## src/rtl/ariane_pkg.sv

```systemverilog
// Shared core definitions used by the multiplier writeback path.
// Provides the scoreboard tag width and the buffered multiplier result record.
package ariane_pkg;

    // Scoreboard transaction tag width.
    localparam int unsigned TRANS_ID_BITS = 3;

    // One buffered multiplier result as it travels to writeback.
    typedef struct packed {
        logic [63:0]              result;
        logic [TRANS_ID_BITS-1:0] trans_id;
    } mult_wb_t;

endpackage : ariane_pkg

```

## src/rtl/mult_wb_buffer_checker.sv

```systemverilog
// Simulation-time protocol checks for the multiplier writeback buffer.
// Watches for overflow, a missing multiplier result, and head instability
// while writeback is stalling.
module mult_wb_buffer_checker
    import ariane_pkg::*;
(
    input logic                     clk_i,
    input logic                     rst_ni,
    input logic                     flush_i,
    input logic                     push_i,
    input logic                     pop_i,
    input logic                     full_i,
    input logic                     inflight_i,
    input logic                     mult_valid_i,
    input logic                     wb_valid_i,
    input logic                     wb_ready_i,
    input logic [63:0]              wb_result_i,
    input logic [TRANS_ID_BITS-1:0] wb_trans_id_i
);

    logic                     hold_r;
    logic [63:0]              hold_result_r;
    logic [TRANS_ID_BITS-1:0] hold_trans_id_r;

    // Check each cycle and remember whether the head was stalled, to verify it stays put.
    always_ff @(posedge clk_i or negedge rst_ni) begin
        if (!rst_ni) begin
            hold_r          <= 1'b0;
            hold_result_r   <= 64'h0;
            hold_trans_id_r <= {TRANS_ID_BITS{1'b0}};
        end else begin
            a_push_full: assert (!(push_i && full_i && !pop_i));
            a_result_missing: assert (!(inflight_i && !mult_valid_i));
            if (hold_r) begin
                a_head_stable: assert (wb_valid_i && (wb_result_i == hold_result_r)
                                       && (wb_trans_id_i == hold_trans_id_r));
            end
            hold_r          <= wb_valid_i & ~wb_ready_i & ~flush_i;
            hold_result_r   <= wb_result_i;
            hold_trans_id_r <= wb_trans_id_i;
        end
    end

endmodule : mult_wb_buffer_checker

```

## src/rtl/wb_fifo.sv

```systemverilog
// Generic synchronous FIFO with wrap-bit pointers.
// The head is read straight from storage, so data written in a cycle becomes
// visible at the head one cycle later at the earliest.
// A push while full is accepted only if a pop frees the head in the same cycle.
module wb_fifo
    import ariane_pkg::*;
#(
    parameter int unsigned DEPTH = 4,
    parameter type         dtype = mult_wb_t
) (
    input  logic                       clk_i,
    input  logic                       rst_ni,
    input  logic                       flush_i,
    input  logic                       push_i,
    input  dtype                       data_i,
    input  logic                       pop_i,
    output dtype                       data_o,
    output logic                       empty_o,
    output logic                       full_o,
    output logic [$clog2(DEPTH):0]     count_o
);

    localparam int unsigned AW = $clog2(DEPTH);
    localparam int unsigned CW = AW + 1;
    localparam logic [CW-1:0] PTR_ONE = {{(CW-1){1'b0}}, 1'b1};

    dtype          mem_r [DEPTH];
    logic [CW-1:0] wptr_r;
    logic [CW-1:0] rptr_r;
    logic          do_push_s;
    logic          do_pop_s;

    assign empty_o   = (wptr_r == rptr_r);
    assign full_o    = (wptr_r[AW] != rptr_r[AW]) && (wptr_r[AW-1:0] == rptr_r[AW-1:0]);
    assign count_o   = wptr_r - rptr_r;
    assign do_pop_s  = pop_i & ~empty_o;
    assign do_push_s = push_i & (~full_o | do_pop_s);

    // Pointer update: flush rewinds both pointers, otherwise advance on push/pop.
    always_ff @(posedge clk_i or negedge rst_ni) begin
        if (!rst_ni) begin
            wptr_r <= {CW{1'b0}};
            rptr_r <= {CW{1'b0}};
        end else if (flush_i) begin
            wptr_r <= {CW{1'b0}};
            rptr_r <= {CW{1'b0}};
        end else begin
            if (do_push_s) begin
                wptr_r <= wptr_r + PTR_ONE;
            end
            if (do_pop_s) begin
                rptr_r <= rptr_r + PTR_ONE;
            end
        end
    end

    // Storage write at the write pointer; cleared on reset so the array never holds X.
    always_ff @(posedge clk_i or negedge rst_ni) begin
        if (!rst_ni) begin
            for (int unsigned i = 0; i < DEPTH; i++) begin
                mem_r[i] <= '0;
            end
        end else if (do_push_s && !flush_i) begin
            mem_r[wptr_r[AW-1:0]] <= data_i;
        end
    end

    // Head read: forced to zero when empty so the outputs are clean while invalid.
    always_comb begin
        data_o = '0;
        if (empty_o) begin
            data_o = '0;
        end else begin
            data_o = mem_r[rptr_r[AW-1:0]];
        end
    end

endmodule : wb_fifo

```

## src/rtl/mult_wb_buffer.sv

```systemverilog
// Receiving end of the fixed 1-cycle multiplier result interface.
// Results cannot be back-pressured, so the issue stage only gets a credit when
// the FIFO can absorb the result of the op it launches, counting the op already
// in flight and any head being popped this cycle.
module mult_wb_buffer
    import ariane_pkg::*;
#(
    parameter int unsigned DEPTH = 4
) (
    input  logic                     clk_i,
    input  logic                     rst_ni,
    input  logic                     flush_i,
    input  logic                     issue_valid_i,
    output logic                     issue_ready_o,
    input  logic                     mult_valid_i,
    input  logic [63:0]              mult_result_i,
    input  logic [TRANS_ID_BITS-1:0] mult_trans_id_i,
    output logic                     wb_valid_o,
    input  logic                     wb_ready_i,
    output logic [63:0]              wb_result_o,
    output logic [TRANS_ID_BITS-1:0] wb_trans_id_o,
    output logic [$clog2(DEPTH):0]   count_o
);

    localparam int unsigned CW = $clog2(DEPTH) + 1;
    localparam logic [CW:0] DEPTH_C = (CW + 1)'(DEPTH);

    logic          inflight_r;
    logic          issue_s;
    logic          push_s;
    logic          pop_s;
    logic          wb_pop_s;
    logic          empty_s;
    logic          full_s;
    logic [CW:0]   occupancy_s;
    mult_wb_t      push_data_s;
    mult_wb_t      head_s;

    // Slots committed next cycle: buffered + in flight - leaving now.
    assign wb_pop_s    = wb_valid_o & wb_ready_i;
    assign occupancy_s = {1'b0, count_o} + {{CW{1'b0}}, inflight_r} - {{CW{1'b0}}, wb_pop_s};

    assign issue_ready_o = ~flush_i & (occupancy_s < DEPTH_C);
    assign issue_s       = issue_valid_i & issue_ready_o;

    // A result with no op in flight belongs to a flushed op and is dropped.
    assign push_s = mult_valid_i & inflight_r & ~flush_i;
    assign pop_s  = wb_pop_s & ~flush_i;

    assign push_data_s.result   = mult_result_i;
    assign push_data_s.trans_id = mult_trans_id_i;

    // Track the single op the 1-cycle multiplier can have in flight.
    always_ff @(posedge clk_i or negedge rst_ni) begin
        if (!rst_ni) begin
            inflight_r <= 1'b0;
        end else if (flush_i) begin
            inflight_r <= 1'b0;
        end else begin
            inflight_r <= issue_s;
        end
    end

    wb_fifo #(
        .DEPTH (DEPTH),
        .dtype (mult_wb_t)
    ) u_fifo (
        .clk_i   (clk_i),
        .rst_ni  (rst_ni),
        .flush_i (flush_i),
        .push_i  (push_s),
        .data_i  (push_data_s),
        .pop_i   (pop_s),
        .data_o  (head_s),
        .empty_o (empty_s),
        .full_o  (full_s),
        .count_o (count_o)
    );

    assign wb_valid_o    = ~empty_s;
    assign wb_result_o   = head_s.result;
    assign wb_trans_id_o = head_s.trans_id;

    mult_wb_buffer_checker u_checker (
        .clk_i         (clk_i),
        .rst_ni        (rst_ni),
        .flush_i       (flush_i),
        .push_i        (push_s),
        .pop_i         (pop_s),
        .full_i        (full_s),
        .inflight_i    (inflight_r),
        .mult_valid_i  (mult_valid_i),
        .wb_valid_i    (wb_valid_o),
        .wb_ready_i    (wb_ready_i),
        .wb_result_i   (wb_result_o),
        .wb_trans_id_i (wb_trans_id_o)
    );

endmodule : mult_wb_buffer

```

## config.mk

```make
export PLATFORM = sky130hd
export DESIGN_NAME = mult_wb_buffer
export DESIGN_NICKNAME = d
export VERILOG_FILES = /design/src/rtl/ariane_pkg.sv /design/src/rtl/mult_wb_buffer_checker.sv /design/src/rtl/wb_fifo.sv /design/src/rtl/mult_wb_buffer.sv
export SDC_FILE = /design/constraint.sdc
export NUM_CORES = 1
export LEC_CHECK = 0
export CAP_MARGIN = 15
export CORE_MARGIN = 4
export CORE_UTILIZATION = 55
export CTS_BUF_LIST = sky130_fd_sc_hd__clkbuf_4 sky130_fd_sc_hd__clkbuf_8
export CTS_CLUSTER_DIAMETER = 40
export DETAILED_ROUTE_END_ITERATION = 6
export PLACE_DENSITY = 0.89
export SLEW_MARGIN = 5
export SYNTH_ARGS = -nofsm -noshare
export SYNTH_HDL_FRONTEND = slang
export SYNTH_SLANG_ARGS = --single-unit
```

## constraint.sdc

```tcl
create_clock -name clk_i -period 6.3 [get_ports clk_i]
set_clock_uncertainty 0.15 [all_clocks]
set_input_delay 1.575 -clock clk_i [delete_from_list [all_inputs] [get_ports clk_i]]
set_output_delay 1.575 -clock clk_i [all_outputs]
set_load 0.01 [all_outputs]
```

==> results of run 1 <==
==> metal layers <==
layer | GRT usage (%) | vias to the layer above | wire (um)
li1 | - | 3147 | -
met1 | 28.1 | 3803 | 11500
met2 | 34.6 | 183 | 13100
met3 | 5.35 | 42 | 1550
met4 | 5.81 | 2 | 492
met5 | 0 | - | 13
==> area by class of cell <==
cell class                 instances  area share (%)
clock buffer                      71            5.80
multi-input combinational        444            36.6
sequential                       275            44.3
inverter                          12           0.289
clock inverter                     7           0.418
tap                              319            2.57
timing repair buffer             158            10.1
==> cell usage after synthesis (all sizes together) <==
cell type | number | area share (%)
dfrtp | 275 | 53
mux2 | 270 | 26
nor2b | 68 | 3.3
mux4 | 67 | 12
buf | 40 | 2.7
clkbuf | 15 | 0.46
inv | 12 | 0.35
ha | 10 | 0.96
nor2 | 6 | 0.17
xor2 | 4 | 0.33
and2 | 3 | 0.14
and3b | 2 | 0.13
nand2 | 2 | 0.058
o211ai | 2 | 0.12
a211oi | 1 | 0.096
a21oi | 1 | 0.067
fa | 1 | 0.15
mux2i | 1 | 0.077
nand3b | 1 | 0.058
nor3b | 1 | 0.058
o21ai | 1 | 0.038
o31ai | 1 | 0.058
o41ai | 1 | 0.067
xor3 | 1 | 0.18
==> report_power, final <==
| group | leakage [nW] | internal (mW) | total (mW) | switching [mW] |
|---|---|---|---|---|
| clock | 0.509 | 0.948 | 1.65 | 0.699 |
| combinational | 2.76 | 1.03 | 1.61 | 0.574 |
| sequential | 3.69 | 2.12 | 2.30 | 0.189 |
| total | 6.96 | 4.10 | 5.56 | 1.46 |
==> stage by stage <==
stage                     worst slack, ps  util (%)  power [mW]
final                                 543      66.5        5.56
after global routing                  361      66.5        5.86
after CTS                             539      66.5        5.62
after detailed placement              533      62.4        3.94
after global placement                627      62.4        3.88
after floorplan                      1490         -        3.37
==> cells in the final DEF (no fill, tap or decap), types with 2 or more instances in the layout <==
master,count
dfrtp_1,273
mux2_2,180
clkdlybuf4s50_1,143
mux2_4,90
nor2b_1,68
mux4_2,67
clkbuf_8,59
buf_4,13
inv_1,12
clkbuf_4,12
ha_1,10
nor2_1,5
clkinv_2,4
xor2_1,3
and2_4,3
nand2_1,2
o211ai_1,2
and3b_1,2
clkinvlp_4,2
dfrtp_4,2
==> registers in the layout (all words and copies together), names as in the netlist <==
signal         cells
u_fifo.rptr_r      3
inflight_r         1
u_fifo.mem_r     268
u_fifo.wptr_r      3
==> worst min-delay path by stage <==
stage | startpoint | endpoint | slack, ps | depth (start not counted)
after floorplan | u_fifo.mem_r[133] | u_fifo.mem_r[133] | 330 | 1
after global placement | u_fifo.mem_r[99] | u_fifo.mem_r[99] | 330 | 1
after detailed placement | u_fifo.mem_r[67] | u_fifo.mem_r[67] | 340 | 1
after CTS | u_fifo.mem_r[85] | u_fifo.mem_r[85] | 350 | 1
after global routing | u_fifo.mem_r[65] | u_fifo.mem_r[65] | 360 | 1
final | u_fifo.mem_r[45] | u_fifo.mem_r[45] | 350 | 1
==> worst register-to-register path, stage by stage (launching register included) <==
cell and delay [ps]:
dfrtp_1 410, inv_1 100, ha_1 340, and3b_1 250
a21oi_2 310, and2_4 710, buf_4 420, mux2_2 390
==> cells by family (layout without fill, tap and decap cells) <==
kind of cell | after synthesis | count (layout)
compound gates | 7 | 7
fa+ha+maj | 11 | 11
simple gates | 83 | 83
buf+inv | 67 | 248
xor+xnor | 5 | 5
flops | 275 | 275
mux | 338 | 338
==> summary.md, run 1 <==
| Metric | Value |
|---|---|
| Starting Density | `55.6%` |
| PwrDens | `approximately 360 mW/mm2` |
| CP bufs+invs | `4` |
| I/O Pins | `145` |
| Gp weighted congestion | `0.728` |
| Share of post-route cells with drive strength above 1 | `45.4%` |
| Mux cell area share after synthesis | `a little under two fifths` |
| Sequential cell area | `0.00689 mm2` |
| RR Startpoint | `u_fifo.wptr_r[0]` |
| Die extent in x | `around 160 um` |
| Fin. Hold Viols | `0` |
| Slew of the pin with the lowest slew margin | `1090 ps` |
| Register area share after synthesis | `52.9%` |
| Bufs on Longest Clock Path | `3` |
| WHS | `349 ps` |
| Placed insts | `1208` |
| Post-CTS setup buffers | `0` |
| DRC errors left | `0` |
| # setup viols final | `0` |
| First-pass GRT wire length | `about 44000 um` |
| Worst Path Arrival | `4030 ps` |
| CP max-delay cell | `clkdlybuf4s50_1` |
| Post-CTS sizing | `0` |
| Clk slew on worst S/H paths | `50 ps` |
| Ant diodes | `0` |
| R2r setup slk | `between 3000 and 4000 ps` |
| H-tree depth | `2` |
| Vias | `roughly 7000` |
| Largest net degree at the start of global routing | `123` |
| Worst reg2reg path depth | `7` |
| Compound-gate portion of the synthesized area | `0.442%` |
| CTS tree | `done` |
| Drt total wl | `26600 um` |
| CP required | `4580 ps` |
| Post-Synth XOR/XNOR Area | `0.510%` |
| Period utilization | `91.4%` |
| Core footprint | `0.0234 mm2` |
| Normalized max-slew margin | `a little over a quarter` |
| Cell area after synthesis | `0.0130 mm2` |
| Final HPWL DP | `15600 um` |
| Final slew viol count | `0` |
| Post-CTS Hold Buffers | `0` |
| WS Path Type | `in -> out` |
| Critical Path Start | `wb_ready_i` |
| Chip height | `approximately 160 um` |
| Dpl cell area | `0.0146 mm2` |
| Worst path max stage delay | `about 550 ps` |
| NumNets Final | `approximately 1000` |
| Highest Clock Rate | `about 0.17 GHz` |
| End of the critical path | `issue_ready_o` |
| Mapped Cells | `between 700 and 800` |
| Clk Latency, worst-skew pair | `540 ps` |
| Mapped Nets | `870` |
| Tmin final | `5760 ps` |
| Adder-cell share of the synthesized area | `1.12%` |
| Fin cells | `1286` |
| Status | `finished clean` |
| Ys Warns | `0` |
| Area of the multi-input gates | `~0.0057 mm2` |
| Final instance area | `0.0156 mm2` |
| Rows | `56` |
| CP max FO | `3` |
| GR Util All Layers | `21.0%` |
| Area Overhead vs Synth | `19.6%` |
| Startpoint types | `input port` |
| Vias per cell | `roughly 5.6` |
| Number of global-route vias before repair | `8243` |
| Final setup TNS | `0 ps` |
| Cell family with most CP delay | `buffers and inverters` |
| Grt ovf | `0` |
| Clock buffer count from CTS | `48` |
| Worst-path cell chain | `clkdlybuf4s50_1 > o21ai_0 > inv_1 > ha_1 > inv_1 > ha_1 > nor3b_1 > o41ai_1 > nor2b_1 > clkdlybuf4s50_1` |
| Largest family of logic cells by synthesized area | `multiplexers` |
| Clock root cell | `clkbuf_8` |
| Initial antenna violation count | `1` |
| Seq cells post-synth | `275` |
| HP Class | `reg -> reg` |
| RSZ-0062 raised after global routing | `no` |
| Wire per inst | `approximately 21 um` |
| Worst path depth | `10` |
| Die ar. | `0.0262 mm2` |
| Simple-gate share of the synthesized area | `3.89%` |
| Netlist cell types | `31` |
| IO buf count | `144` |
| FILL cells | `1618` |
| DR iter-0 viols | `390` |
| Synth Area per Inst | `16.6 um2` |
| Leak | `6.96 nW` |
| Crit end category | `output port` |
| Pre-antenna DRT Iters | `4` |
| VDD IR max | `199 uV` |
| Final antenna-violating net count | `0` |
| CTS Sinks | `275` |
| FF-to-FF End | `u_fifo.mem_r[136]` |
| Maxcap violations | `0` |
(Power assumes the default switching activity.)
==> run 2, diff against run 1 <==
--- a/config.mk
+++ b/config.mk
@@ -12,7 +12,6 @@
 export CTS_CLUSTER_DIAMETER = 40
 export DETAILED_ROUTE_END_ITERATION = 6
 export PLACE_DENSITY = 0.89
-export SLEW_MARGIN = 5
 export SYNTH_ARGS = -nofsm -noshare
 export SYNTH_HDL_FRONTEND = slang
 export SYNTH_SLANG_ARGS = --single-unit
==> results of run 2 <==
Final layout, timing and power as in run 1 (identical DEF).
